===== src/rtl/muldiv_pkg.sv =====
// Shared types and helpers for the iterative multiply/divide unit.
package muldiv_pkg;

  typedef enum logic [2:0] {
    MD_MUL    = 3'b000,
    MD_MULH   = 3'b001,
    MD_MULHSU = 3'b010,
    MD_MULHU  = 3'b011,
    MD_DIV    = 3'b100,
    MD_DIVU   = 3'b101,
    MD_REM    = 3'b110,
    MD_REMU   = 3'b111
  } md_op_e;

  typedef enum logic [1:0] {
    IDLE = 2'b00,
    CALC = 2'b01,
    FIX  = 2'b10,
    DONE = 2'b11
  } md_state_e;

  localparam logic [6:0] FUNCT7_MULDIV = 7'b0000001;

  // rs1 is treated as two's complement for these ops
  function automatic logic op_a_signed(input md_op_e op);
    return op inside {MD_MULH, MD_MULHSU, MD_DIV, MD_REM};
  endfunction

  // rs2 is treated as two's complement for these ops
  function automatic logic op_b_signed(input md_op_e op);
    return op inside {MD_MULH, MD_DIV, MD_REM};
  endfunction

  function automatic logic op_is_div(input md_op_e op);
    return op inside {MD_DIV, MD_DIVU, MD_REM, MD_REMU};
  endfunction

endpackage


===== src/rtl/muldiv_special_case.sv =====
// Combinational detection of divide-by-zero and signed-overflow fast paths.
module muldiv_special_case
  import muldiv_pkg::*;
#(
  parameter int unsigned XLEN = 32
) (
  input  logic [2:0]      funct3_i,
  input  logic [XLEN-1:0] op_a_i,
  input  logic [XLEN-1:0] op_b_i,
  output logic            hit_c,
  output logic [XLEN-1:0] value_c
);

  localparam logic [XLEN-1:0] MIN_NEG = {1'b1, {(XLEN-1){1'b0}}};

  logic b_zero;
  logic ovf;

  assign b_zero = (op_b_i == '0);
  assign ovf    = (op_a_i == MIN_NEG) && (op_b_i == '1);

  // Fast-path hit and its architectural result
  always_comb begin
    hit_c   = 1'b0;
    value_c = '0;
    case (md_op_e'(funct3_i))
      MD_DIV: begin
        if (b_zero) begin
          hit_c   = 1'b1;
          value_c = '1;
        end else if (ovf) begin
          hit_c   = 1'b1;
          value_c = op_a_i;
        end
      end
      MD_DIVU: begin
        if (b_zero) begin
          hit_c   = 1'b1;
          value_c = '1;
        end
      end
      MD_REM: begin
        if (b_zero) begin
          hit_c   = 1'b1;
          value_c = op_a_i;
        end else if (ovf) begin
          hit_c   = 1'b1;
          value_c = '0;
        end
      end
      MD_REMU: begin
        if (b_zero) begin
          hit_c   = 1'b1;
          value_c = op_a_i;
        end
      end
      default: ;
    endcase
  end

endmodule


===== src/rtl/muldiv_unit.sv =====
// Iterative RV32M/RV64M multiply-divide unit: shift-add multiply, restoring divide.
module muldiv_unit
  import muldiv_pkg::*;
#(
  parameter int unsigned XLEN = 32
) (
  input  logic            clk,
  input  logic            reset,
  input  logic            flush,
  input  logic            start_valid,
  output logic            start_ready,
  input  logic [2:0]      funct3,
  input  logic [XLEN-1:0] op_a,
  input  logic [XLEN-1:0] op_b,
  output logic [XLEN-1:0] result,
  output logic            result_valid,
  input  logic            result_ready,
  output logic            busy
);

  localparam int unsigned CW = $clog2(XLEN) + 1;
  localparam int unsigned AW = 2 * XLEN;

  md_state_e       state_q, state_d;
  md_op_e          op_q, op_d;
  logic [CW-1:0]   cnt_q, cnt_d;
  logic            neg_a_q, neg_a_d, neg_b_q, neg_b_d;
  logic [XLEN-1:0] bmag_q, bmag_d;
  logic [AW-1:0]   acc_q, acc_d;
  logic [XLEN-1:0] rem_q, rem_d;
  logic [XLEN-1:0] result_q, result_d;
  logic            result_valid_q, result_valid_d;
  logic            start_ready_q, start_ready_d;
  logic            busy_q, busy_d;

  md_op_e          in_op;
  logic            in_neg_a, in_neg_b;
  logic [XLEN-1:0] in_mag_a, in_mag_b;
  logic            sc_hit;
  logic [XLEN-1:0] sc_value;
  logic            accept;
  logic [XLEN:0]   mul_sum;
  logic [XLEN:0]   div_shift, div_diff;
  logic [AW-1:0]   prod;
  logic [XLEN-1:0] quo, remv;

  muldiv_special_case #(.XLEN(XLEN)) u_special (
    .funct3_i (funct3),
    .op_a_i   (op_a),
    .op_b_i   (op_b),
    .hit_c    (sc_hit),
    .value_c  (sc_value)
  );

  assign in_op    = md_op_e'(funct3);
  assign in_neg_a = op_a_signed(in_op) && op_a[XLEN-1];
  assign in_neg_b = op_b_signed(in_op) && op_b[XLEN-1];
  assign in_mag_a = in_neg_a ? -op_a : op_a;
  assign in_mag_b = in_neg_b ? -op_b : op_b;
  assign accept   = start_valid && start_ready_q && !flush;

  // Multiply step: add multiplicand into the high half when the multiplier LSB is set
  assign mul_sum = {1'b0, acc_q[AW-1:XLEN]} + (acc_q[0] ? {1'b0, bmag_q} : '0);

  // Divide step: trial remainder is XLEN+1 bits; the restored remainder always fits XLEN
  assign div_shift = {rem_q, acc_q[XLEN-1]};
  assign div_diff  = div_shift - {1'b0, bmag_q};

  // Sign correction applied in FIX
  assign prod = (neg_a_q ^ neg_b_q) ? -acc_q : acc_q;
  assign quo  = (neg_a_q ^ neg_b_q) ? -acc_q[XLEN-1:0] : acc_q[XLEN-1:0];
  assign remv = neg_a_q ? -rem_q : rem_q;

  // Next-state and datapath control
  always_comb begin
    state_d  = state_q;
    op_d     = op_q;
    cnt_d    = cnt_q;
    neg_a_d  = neg_a_q;
    neg_b_d  = neg_b_q;
    bmag_d   = bmag_q;
    acc_d    = acc_q;
    rem_d    = rem_q;
    result_d = result_q;

    case (state_q)
      IDLE: begin
        if (accept) begin
          op_d    = in_op;
          neg_a_d = in_neg_a;
          neg_b_d = in_neg_b;
          bmag_d  = in_mag_b;
          acc_d   = {{XLEN{1'b0}}, in_mag_a};
          rem_d   = '0;
          cnt_d   = '0;
          if (sc_hit) begin
            result_d = sc_value;
            state_d  = DONE;
          end else begin
            state_d = CALC;
          end
        end
      end
      CALC: begin
        // XLEN iterations, then one settle cycle before sign fix-up
        if (cnt_q == CW'(XLEN)) begin
          state_d = FIX;
        end else begin
          cnt_d = cnt_q + CW'(1);
          if (op_is_div(op_q)) begin
            acc_d[XLEN-1:0] = {acc_q[XLEN-2:0], ~div_diff[XLEN]};
            rem_d = div_diff[XLEN] ? div_shift[XLEN-1:0] : div_diff[XLEN-1:0];
          end else begin
            acc_d = {mul_sum, acc_q[XLEN-1:1]};
          end
        end
      end
      FIX: begin
        case (op_q)
          MD_MUL:                       result_d = prod[XLEN-1:0];
          MD_MULH, MD_MULHSU, MD_MULHU: result_d = prod[AW-1:XLEN];
          MD_DIV, MD_DIVU:              result_d = quo;
          default:                      result_d = remv;
        endcase
        state_d = DONE;
      end
      DONE: begin
        if (result_ready) state_d = IDLE;
      end
      default: state_d = IDLE;
    endcase

    if (flush) state_d = IDLE;

    start_ready_d  = (state_d == IDLE);
    result_valid_d = (state_d == DONE);
    busy_d         = (state_d != IDLE);
  end

  // State and datapath registers
  always_ff @(posedge clk) begin
    if (reset) begin
      state_q        <= IDLE;
      op_q           <= MD_MUL;
      cnt_q          <= '0;
      neg_a_q        <= 1'b0;
      neg_b_q        <= 1'b0;
      bmag_q         <= '0;
      acc_q          <= '0;
      rem_q          <= '0;
      result_q       <= '0;
      result_valid_q <= 1'b0;
      start_ready_q  <= 1'b1;
      busy_q         <= 1'b0;
    end else begin
      state_q        <= state_d;
      op_q           <= op_d;
      cnt_q          <= cnt_d;
      neg_a_q        <= neg_a_d;
      neg_b_q        <= neg_b_d;
      bmag_q         <= bmag_d;
      acc_q          <= acc_d;
      rem_q          <= rem_d;
      result_q       <= result_d;
      result_valid_q <= result_valid_d;
      start_ready_q  <= start_ready_d;
      busy_q         <= busy_d;
    end
  end

  assign start_ready  = start_ready_q;
  assign result_valid = result_valid_q;
  assign result       = result_q;
  assign busy         = busy_q;

endmodule


===== config.mk =====
export PLATFORM = sky130hd
export DESIGN_NAME = muldiv_unit
export DESIGN_NICKNAME = d
export VERILOG_FILES = /design/src/rtl/muldiv_pkg.sv /design/src/rtl/muldiv_special_case.sv /design/src/rtl/muldiv_unit.sv
export SDC_FILE = /design/constraint.sdc
export NUM_CORES = 1
export LEC_CHECK = 0
export CAP_MARGIN = 0
export CORE_MARGIN = 2
export CORE_UTILIZATION = 55
export DETAILED_ROUTE_END_ITERATION = 12
export PLACE_DENSITY = 0.85
export SYNTH_ARGS = -nofsm -noshare
export SYNTH_HDL_FRONTEND = slang
export SYNTH_HIERARCHICAL = 1
export SYNTH_SLANG_ARGS = --single-unit
export TNS_END_PERCENT = 1

===== constraint.sdc =====
create_clock -name clk -period 3.42 [get_ports clk]
set_input_delay 0.684 -clock clk [delete_from_list [all_inputs] [get_ports clk]]
set_output_delay 0.684 -clock clk [all_outputs]
set_load 0.01 [all_outputs]

==> results.txt, run 1 <==
----------------------------------------------------
[Finish]
  Fin nets ... 2298
  Layout Area Growth over Synthesis ... 19.9%
  Area used by multi-input combinational logic ... 10600 um2
  Share of post-route cells with drive strength above 1 ... 0.134
  Register area ... 3520 um2
  Fillers ... 2216

[Global route]
  Total global-route track usage ... 0.352
  Maximum number of pins on one net before global-route repair ... 88
  Antenna violations before repair ... 3
  First-pass GRT wire length ... 81100 um
  Vias in the first global route ... 15300
  Global route total overflow ... 0

[Clock tree]
  Hold-fix buffers, CTS ... 0
  Inserted Clock Buffers ... 17
  Clock transition at the registers of the reported paths ... 0.07 ns
  Root buf cell ... clkbuf_16
  Worst-skew pair later-pin latency ... 0.46 ns
  Clock tree sinks ... 176
  Post-CTS setup buffer count ... 0
  Clock buffer depth ... 2
  Max H-tree Level ... 4
  CTS tree ... built

[Pwr]
  Maximum vdd ir drop ... 321 uV
  Portion of total power attributed to sequential cells ... 0.388
  Total power of the final layout ... 0.00559 W
  Clock network fraction of total power ... 0.357
  Net switching fraction of the power ... 0.337
  Psw ... 0.00188 W
  Leakage power total ... 7.17 nW
  Comb power frac ... 0.255
  Total power density per cell area ... 311 nW/um2
  Cell-internal power ... 0.00371 W

[Die]
  Overall die width ... 169 um
  Num rows ... 60
  Die area ... 28600 um2
  IO Pins ... 107
  Initial core utilization ... 0.558
  Vertical die dimension ... 169 um
  Placeable Area ... 26900 um2

[Detailed routing]
  Iter 0 DRT Violations ... 1972
  Per-cell via count in the routed design ... 6.58
  Pre-antenna DRT Iters ... 7
  Routed WL ... 51500 um
  Post-detailed-route wirelength per cell ... 20.5 um
  Count of vias placed by the detailed router ... 16500
  Remaining antenna violation count ... 0
  DRC violation count after routing ... 0

[STA]
  Slew of the pin with the lowest slew margin ... 1.44 ns
  Setup repair after global routing missed its margin ... yes
  Final setup fails ... 0
  Final slew viol count ... 0
  Setup TNS ... 0 ns
  Setup clock skew after layout ... 0.0161 ns
  Upper clock frequency limit ... 298 MHz
  Shortest clock period the worst path allows after layout ... 3.36 ns
  Final hold violation count ... 0
  Relative slew margins ... 0.0360
  Share of the cycle needed by the critical path after routing ... 0.982

[Setup path]
  Crit end category ... flop
  Worst setup path category ... flop to flop
  Crit path arrival time ... 3.66 ns
  CP startpoint kind ... flop
  Critical path fanouts, max ... 5
  Req. time, crit path ... 3.72 ns

[Hold path]
  Path type of the worst min-delay path ... flop to flop

[Synthesis]
  Proportion of synthesized flip-flops having asynchronous set or reset ... 0
  Post-synth EDFFs ... 0
  Cells after synthesis ... 1984
  Yosys Warn Count ... 6
  Net count after synthesis ... 2128
  Sequential fraction of the synthesis area ... 0.235
  Synthesized flop and latch total ... 176
  Cell area after synthesis ... 15000 um2
  Syn avg cell area ... 7.56 um2
  Leading register cell type out of synthesis ... dfxtp_1
  Synth unique cells ... 81

[Status]
  Status ... complete, no violations

[Place]
  Global placer's final weighted congestion ... 1.03
  Sum of net half-perimeters after detailed placement ... 39700 um
  Number of buffers added on ports ... 106

[Job]
  Maximum Capacitance Violations ... 0

----------------------------------------------------
[cells by family (layout without fill, tap and decap cells)]
kind of cell	count (synthesis)	in the layout	share of synthesized area
other cells	0	1	0
compound gates	623	623	0.292
fa+ha+maj	72	72	0.0610
buf+inv	231	414	0.0649
flops	176	176	0.235
xor+xnor	198	198	0.116
mux	33	33	0.0221
simple gates	651	651	0.209
[metrics by stage]
step	utilization	area (um2)	worst slack (ns)	hold slack (ns)	std cells
2_1_floorplan	-	15000	0.0855	0.432	1984
3_3_place_gp	0.645	17300	-0.0832	0.444	2476
3_5_place_dp	0.645	17300	-0.0884	0.452	2476
4_1_cts	0.666	17900	0.0179	0.461	2508
5_1_grt	0.669	18000	-0.0324	0.502	2508
6_report	0.669	18000	0.0605	0.460	2509
[state kept, by name, summed over array words and instances, names as in the netlist]
signal and flops:
rem_q 32, result_valid 1, state_q 2, op_q 3, neg_b_q 1, bmag_q 32, start_ready 1, cnt_q 6
result 32, neg_a_q 1, acc_q 64, busy 1
[cells in the mapped netlist (6+ instances only)]
master / n / area share
a221o_1: 21 / 0.014
o21ai_0: 82 / 0.027
o211ai_1: 13 / 0.0065
o221ai_1: 26 / 0.015
or3_1: 28 / 0.012
or4_1: 10 / 0.0050
a22o_1: 14 / 0.0082
nor2_1: 223 / 0.056
a31oi_1: 21 / 0.0088
o22ai_1: 6 / 0.0025
ha_1: 70 / 0.058
a21oi_1: 143 / 0.048
a22oi_1: 20 / 0.010
and3_1: 8 / 0.0033
buf_1: 7 / 0.0018
nand2_1: 146 / 0.037
o21ai_1: 6 / 0.0020
nor2b_1: 15 / 0.0063
a21oi_2: 31 / 0.018
clkbuf_1: 111 / 0.028
o41ai_1: 18 / 0.011
nor4_1: 42 / 0.018
dfxtp_1: 176 / 0.23
and2_1: 17 / 0.0071
nand3_1: 23 / 0.0077
o21bai_1: 8 / 0.0040
a211oi_1: 46 / 0.023
o31ai_1: 23 / 0.012
a21o_1: 33 / 0.017
a311oi_1: 36 / 0.021
xnor2_1: 96 / 0.056
inv_1: 99 / 0.025
o21a_1: 15 / 0.0075
a221oi_1: 25 / 0.015
nor3_1: 67 / 0.022
nand4_1: 18 / 0.0075
nand2b_1: 20 / 0.0083
xor2_1: 102 / 0.060
mux2i_1: 32 / 0.021
[layer usage]
layer	routed length, um	GRT usage	part of all wire
met5	9	0	0.00017
met4	2000	0.143	0.039
met3	5340	0.0690	0.10
met2	23200	0.560	0.45
met1	21000	0.469	0.41
[path summary, 6_finish.rpt]
path | start | to | slack [ns] | cells past startpoint
worst max-delay path | rem_q[7] | result[31] | 0.06 | 10
worst min-delay path | bmag_q[21] | bmag_q[21] | 0.46 | 2
worst max register to register | rem_q[7] | result[31] | 0.06 | 10
worst min register to register | bmag_q[21] | bmag_q[21] | 0.46 | 2
[layout make-up]
cell class | instances | share of cell area
well taps | 341 | 0.0237
inverters | 99 | 0.0207
flip-flops and latches | 176 | 0.196
diodes | 1 | 0.000139
clock buffers | 17 | 0.0236
multi-input cells | 1577 | 0.591
clock inverters | 15 | 0.00842
repair buffers | 283 | 0.137
[worst max-delay path: stages (launching register included)]
cell	delay, ns
dfxtp_1	0.32
or4_4	0.56
or4_4	0.46
or3_4	0.40
or4_4	0.44
o311ai_1	0.25
o41ai_1	0.15
buf_4	0.16
a221oi_2	0.26
buf_4	0.18
a311oi_1	0.04
[timing repair]
action	in CTS	in global routing
pin swaps	0	3
gates resized for setup	1	17
setup endpoints to repair	2	45
[power by group through the flow]
stage / clock, W / combinational [W] / sequential, W
finish: 0.00200 / 0.00142 / 0.00217
detailed placement: 0 / 0.00136 / 0.00221
global placement: 0 / 0.00134 / 0.00221
floorplan: 0 / 0.000843 / 0.00219
global route: 0.00207 / 0.00153 / 0.00217
CTS: 0.00198 / 0.00138 / 0.00217
[cell usage in the layout, fill, tap and decap left out, types with 81 or more instances in the layout]
cell type,Yosys,final
xnor2_1,96,95
nor2_1,223,223
buf_4,1,172
xor2_1,102,102
nand2_1,146,146
dfxtp_1,176,175
clkdlybuf4s50_1,0,104
o21ai_0,82,81
inv_1,99,98
a21oi_1,143,139
Note: power is estimated with default switching activity, not from simulation.
==> run 2, diff against run 1 <==
- CTS_BUF_LIST: not set -> sky130_fd_sc_hd__clkbuf_16
==> results of run 2 <==
Same layout as run 1: the final DEF is identical, and so are final timing and power.
==> run 3, diff against run 2 <==
- CAP_MARGIN: 0 -> not set
- CORE_MARGIN: 2 -> 5
==> run 3 against run 2 <==
  * Wire length is 2.8% higher
  * Count of clock-buffer cells in the layout did not move
  * Die area rose by 7.2%
  * Via count increased by 0.68%
  * Core utilization increased by 0.28 points
  * Largest cell class unchanged
  * Combinational power about the same
  * Critical endpoint is now result[28]
  * Design area rose by 0.42%
  * Clock skew about the same
  * Sequential power hardly changed
  * Register-to-register slack worse by 0.02 ns
  * Critical path type unchanged
==> results.txt, run 3 (synthesized netlist as in run 1, its figures left out) <==
----------------------------------------------------
[Setup path]
  Critical Path, Cell by Cell ... or4_1 -> or3_2 -> or4_4 -> or3_1 -> o21ai_1 -> xor2_1 -> o221ai_1 -> a21oi_1 -> a311oi_1 (was or4_4 -> or4_4 -> or3_4 -> or4_4 -> o311ai_1 -> o41ai_1 -> buf_4 -> a221oi_2 -> buf_4 -> a311oi_1)
  Crit end category ... flop (unchanged)
  Worst setup path category ... flop to flop (unchanged)
  Req. time, crit path ... 3.69 ns (was 3.72 ns)
  Slowest cell on the critical path ... or4_4 (unchanged)
  CP startpoint kind ... flop (unchanged)
  Crit path arrival time ... 3.64 ns (was 3.66 ns)
  Highest cell delay on the worst timing path ... 0.54 ns (was 0.56 ns)
  Critical path fanouts, max ... 7 (was 5)

[Detailed routing]
  Per-cell via count in the routed design ... 6.61 (was 6.58)
  Iter 0 DRT Violations ... 2586 (was 1972)
  Count of vias placed by the detailed router ... 16600 (was 16500)
  Post-detailed-route wirelength per cell ... 21.1 um (was 20.5 um)
  Remaining antenna violation count ... 0 (unchanged)
  Routed WL ... 53000 um (was 51500 um)
  DRC violation count after routing ... 0 (unchanged)
  Pre-antenna DRT Iters ... 9 (was 7)

[Global route]
  Global route total overflow ... 0 (unchanged)
  Antenna violations before repair ... 0 (was 3)
  Maximum number of pins on one net before global-route repair ... 88 (unchanged)
  Vias in the first global route ... 15500 (was 15300)
  Total global-route track usage ... 0.328 (was 0.352)
  First-pass GRT wire length ... 82300 um (was 81100 um)

[Job]
  Maximum Capacitance Violations ... 0 (unchanged)

[Clock tree]
  CTS tree ... built (unchanged)
  Inserted Clock Buffers ... 17 (unchanged)
  Clock tree sinks ... 176 (unchanged)
  Root buf cell ... clkbuf_16 (unchanged)
  Clock transition at the registers of the reported paths ... 0.07 ns (about the same)
  Hold-fix buffers, CTS ... 0 (unchanged)
  Max H-tree Level ... 4 (unchanged)
  Clock buffer depth ... 2 (unchanged)
  Worst-skew pair later-pin latency ... 0.45 ns (was 0.46 ns)

[STA]
  Setup clock skew after layout ... 0.0160 ns (was 0.0161 ns)
  Final hold violation count ... 0 (unchanged)
  Final setup fails ... 0 (unchanged)
  Final WS setup ... 0.0454 ns (was 0.0605 ns)
  Shortest clock period the worst path allows after layout ... 3.37 ns (was 3.36 ns)
  Upper clock frequency limit ... 296 MHz (was 298 MHz)
  Relative slew margins ... 0.226 (was 0.0360)
  Setup repair after global routing missed its margin ... yes (unchanged)
  Share of the cycle needed by the critical path after routing ... 0.987 (was 0.982)
  Final slew viol count ... 0 (unchanged)
  Slew of the pin with the lowest slew margin ... 1.16 ns (was 1.44 ns)

[Die]
  Vertical die dimension ... 175 um (was 169 um)
  Initial core utilization ... 0.558 (unchanged)
  Placeable Area ... 26900 um2 (unchanged)
  IO Pins ... 107 (unchanged)
  Die area ... 30700 um2 (was 28600 um2)
  Num rows ... 60 (unchanged)
  Overall die width ... 175 um (was 169 um)

[Finish]
  Most common library cell in the layout ignoring fill and taps ... nor2_1 (unchanged)
  Share of the core filled with cells ... 0.672 (was 0.669)
  Max FFs per register ... 64 (unchanged)
  Layout Area Growth over Synthesis ... 20.4% (was 19.9%)
  Antenna diode instance count ... 0 (was 1)
  Register name with the most flops ... acc_q (unchanged)
  Share of post-route cells with drive strength above 1 ... 0.138 (was 0.134)
  Fin nets ... 2305 (was 2298)
  Most frequent cells in the layout ... 221 x nor2_1, 176 x buf_4, 173 x dfxtp_1 (was 223 x nor2_1, 175 x dfxtp_1, 172 x buf_4)

[Hold path]
  Path type of the worst min-delay path ... flop to flop (unchanged)

[Pwr]
  Total power density per cell area ... 305 nW/um2 (was 311 nW/um2)
  Psw ... 0.00181 W (was 0.00188 W)
  Clock network fraction of total power ... 0.343 (was 0.357)
  Leakage power total ... 7.23 nW (was 7.17 nW)
  Maximum vdd ir drop ... 320 uV (was 321 uV)
  Portion of total power attributed to sequential cells ... 0.394 (was 0.388)
  Net switching fraction of the power ... 0.329 (was 0.337)
  Comb power frac ... 0.263 (was 0.255)
  Cell-internal power ... 0.00370 W (was 0.00371 W)

[Place]
  Post-Place Setup Slack ... -0.127 ns (was -0.0884 ns)
  Sum of net half-perimeters after detailed placement ... 40700 um (was 39700 um)
  Global placer's final weighted congestion ... 1.02 (was 1.03)
  Number of buffers added on ports ... 106 (unchanged)

[Status]
  Status ... complete, no violations (unchanged)

----------------------------------------------------
run 3: cell count changes in the layout (fill, tap and decap cells not counted), moves of 2 or more:
cell        change
inv_1           +2
o221ai_2        -3
o41ai_1         -2
buf_4           +4
a21oi_2         -3
o41ai_2         +2
clkinvlp_4      +2
dfxtp_2         +2
inv_6           -2
dfxtp_1         -2
nor2_2          +2
a21oi_1         +3
nor2_1          -2
o221ai_1        +3
run 3: area by class of cell:
class | count | area (um2)
clock buffers | 17 | 425
repair buffers | 290 | 2540
inverters | 99 | 375
multi-input cells | 1577 | 10700
fillers | 2218 | 8810
flip-flops and latches | 176 | 3530
clock inverters | 15 | 121
well taps | 341 | 427
run 3: path summary, 6_finish.rpt:
check        cells past startpoint          to  slack [ns]  startpoint
max                              9  result[28]        0.05   rem_q[15]
min                              2  bmag_q[30]        0.46  bmag_q[30]
max reg2reg                      9  result[28]        0.05   rem_q[15]
min reg2reg                      2  bmag_q[30]        0.46  bmag_q[30]
run 3: repair_timing:
item	CTS	global route
pin swaps	0	6
setup buffers	0	4
gates cloned	0	1
resized for setup	1	23
endpoints found under the setup margin	20	46
run 3: metal layers:
layer  part of all wire  wire length [um]  global-route usage
met5                  0                 0                   0
met1               0.40             21000               0.433
met4              0.036              1930               0.106
met3               0.11              5950              0.0697
met2               0.45             24100               0.537
run 3: critical path, delay by kind of cell, from the launching register on:
kind / cells / cell delay [ns]
flops: 1 / 0.37
compound gates: 4 / 0.67
xor+xnor: 1 / 0.27
simple gates: 4 / 1.88
run 3: through the flow:
stage                     total power, W  cells  cell area [um2]  hold WS [ns]  TNS [ns]
final                            0.00551   2515            18100         0.456         0
after global routing             0.00570   2515            18100         0.495    -0.160
after CTS                        0.00543   2510            17900         0.463         0
after detailed placement         0.00358   2478            17300         0.449    -0.129
after global placement           0.00355   2478            17300         0.439         0
after floorplan                  0.00303   1984            15000         0.432         0
run 3: power by group through the flow:
stage | Sequential [W] | Combinational, W | Clock (W)
floorplan | 0.00219 | 0.000843 | 0
global placement | 0.00221 | 0.00134 | 0
detailed placement | 0.00221 | 0.00137 | 0
CTS | 0.00217 | 0.00138 | 0.00189
global route | 0.00218 | 0.00155 | 0.00197
finish | 0.00217 | 0.00145 | 0.00189
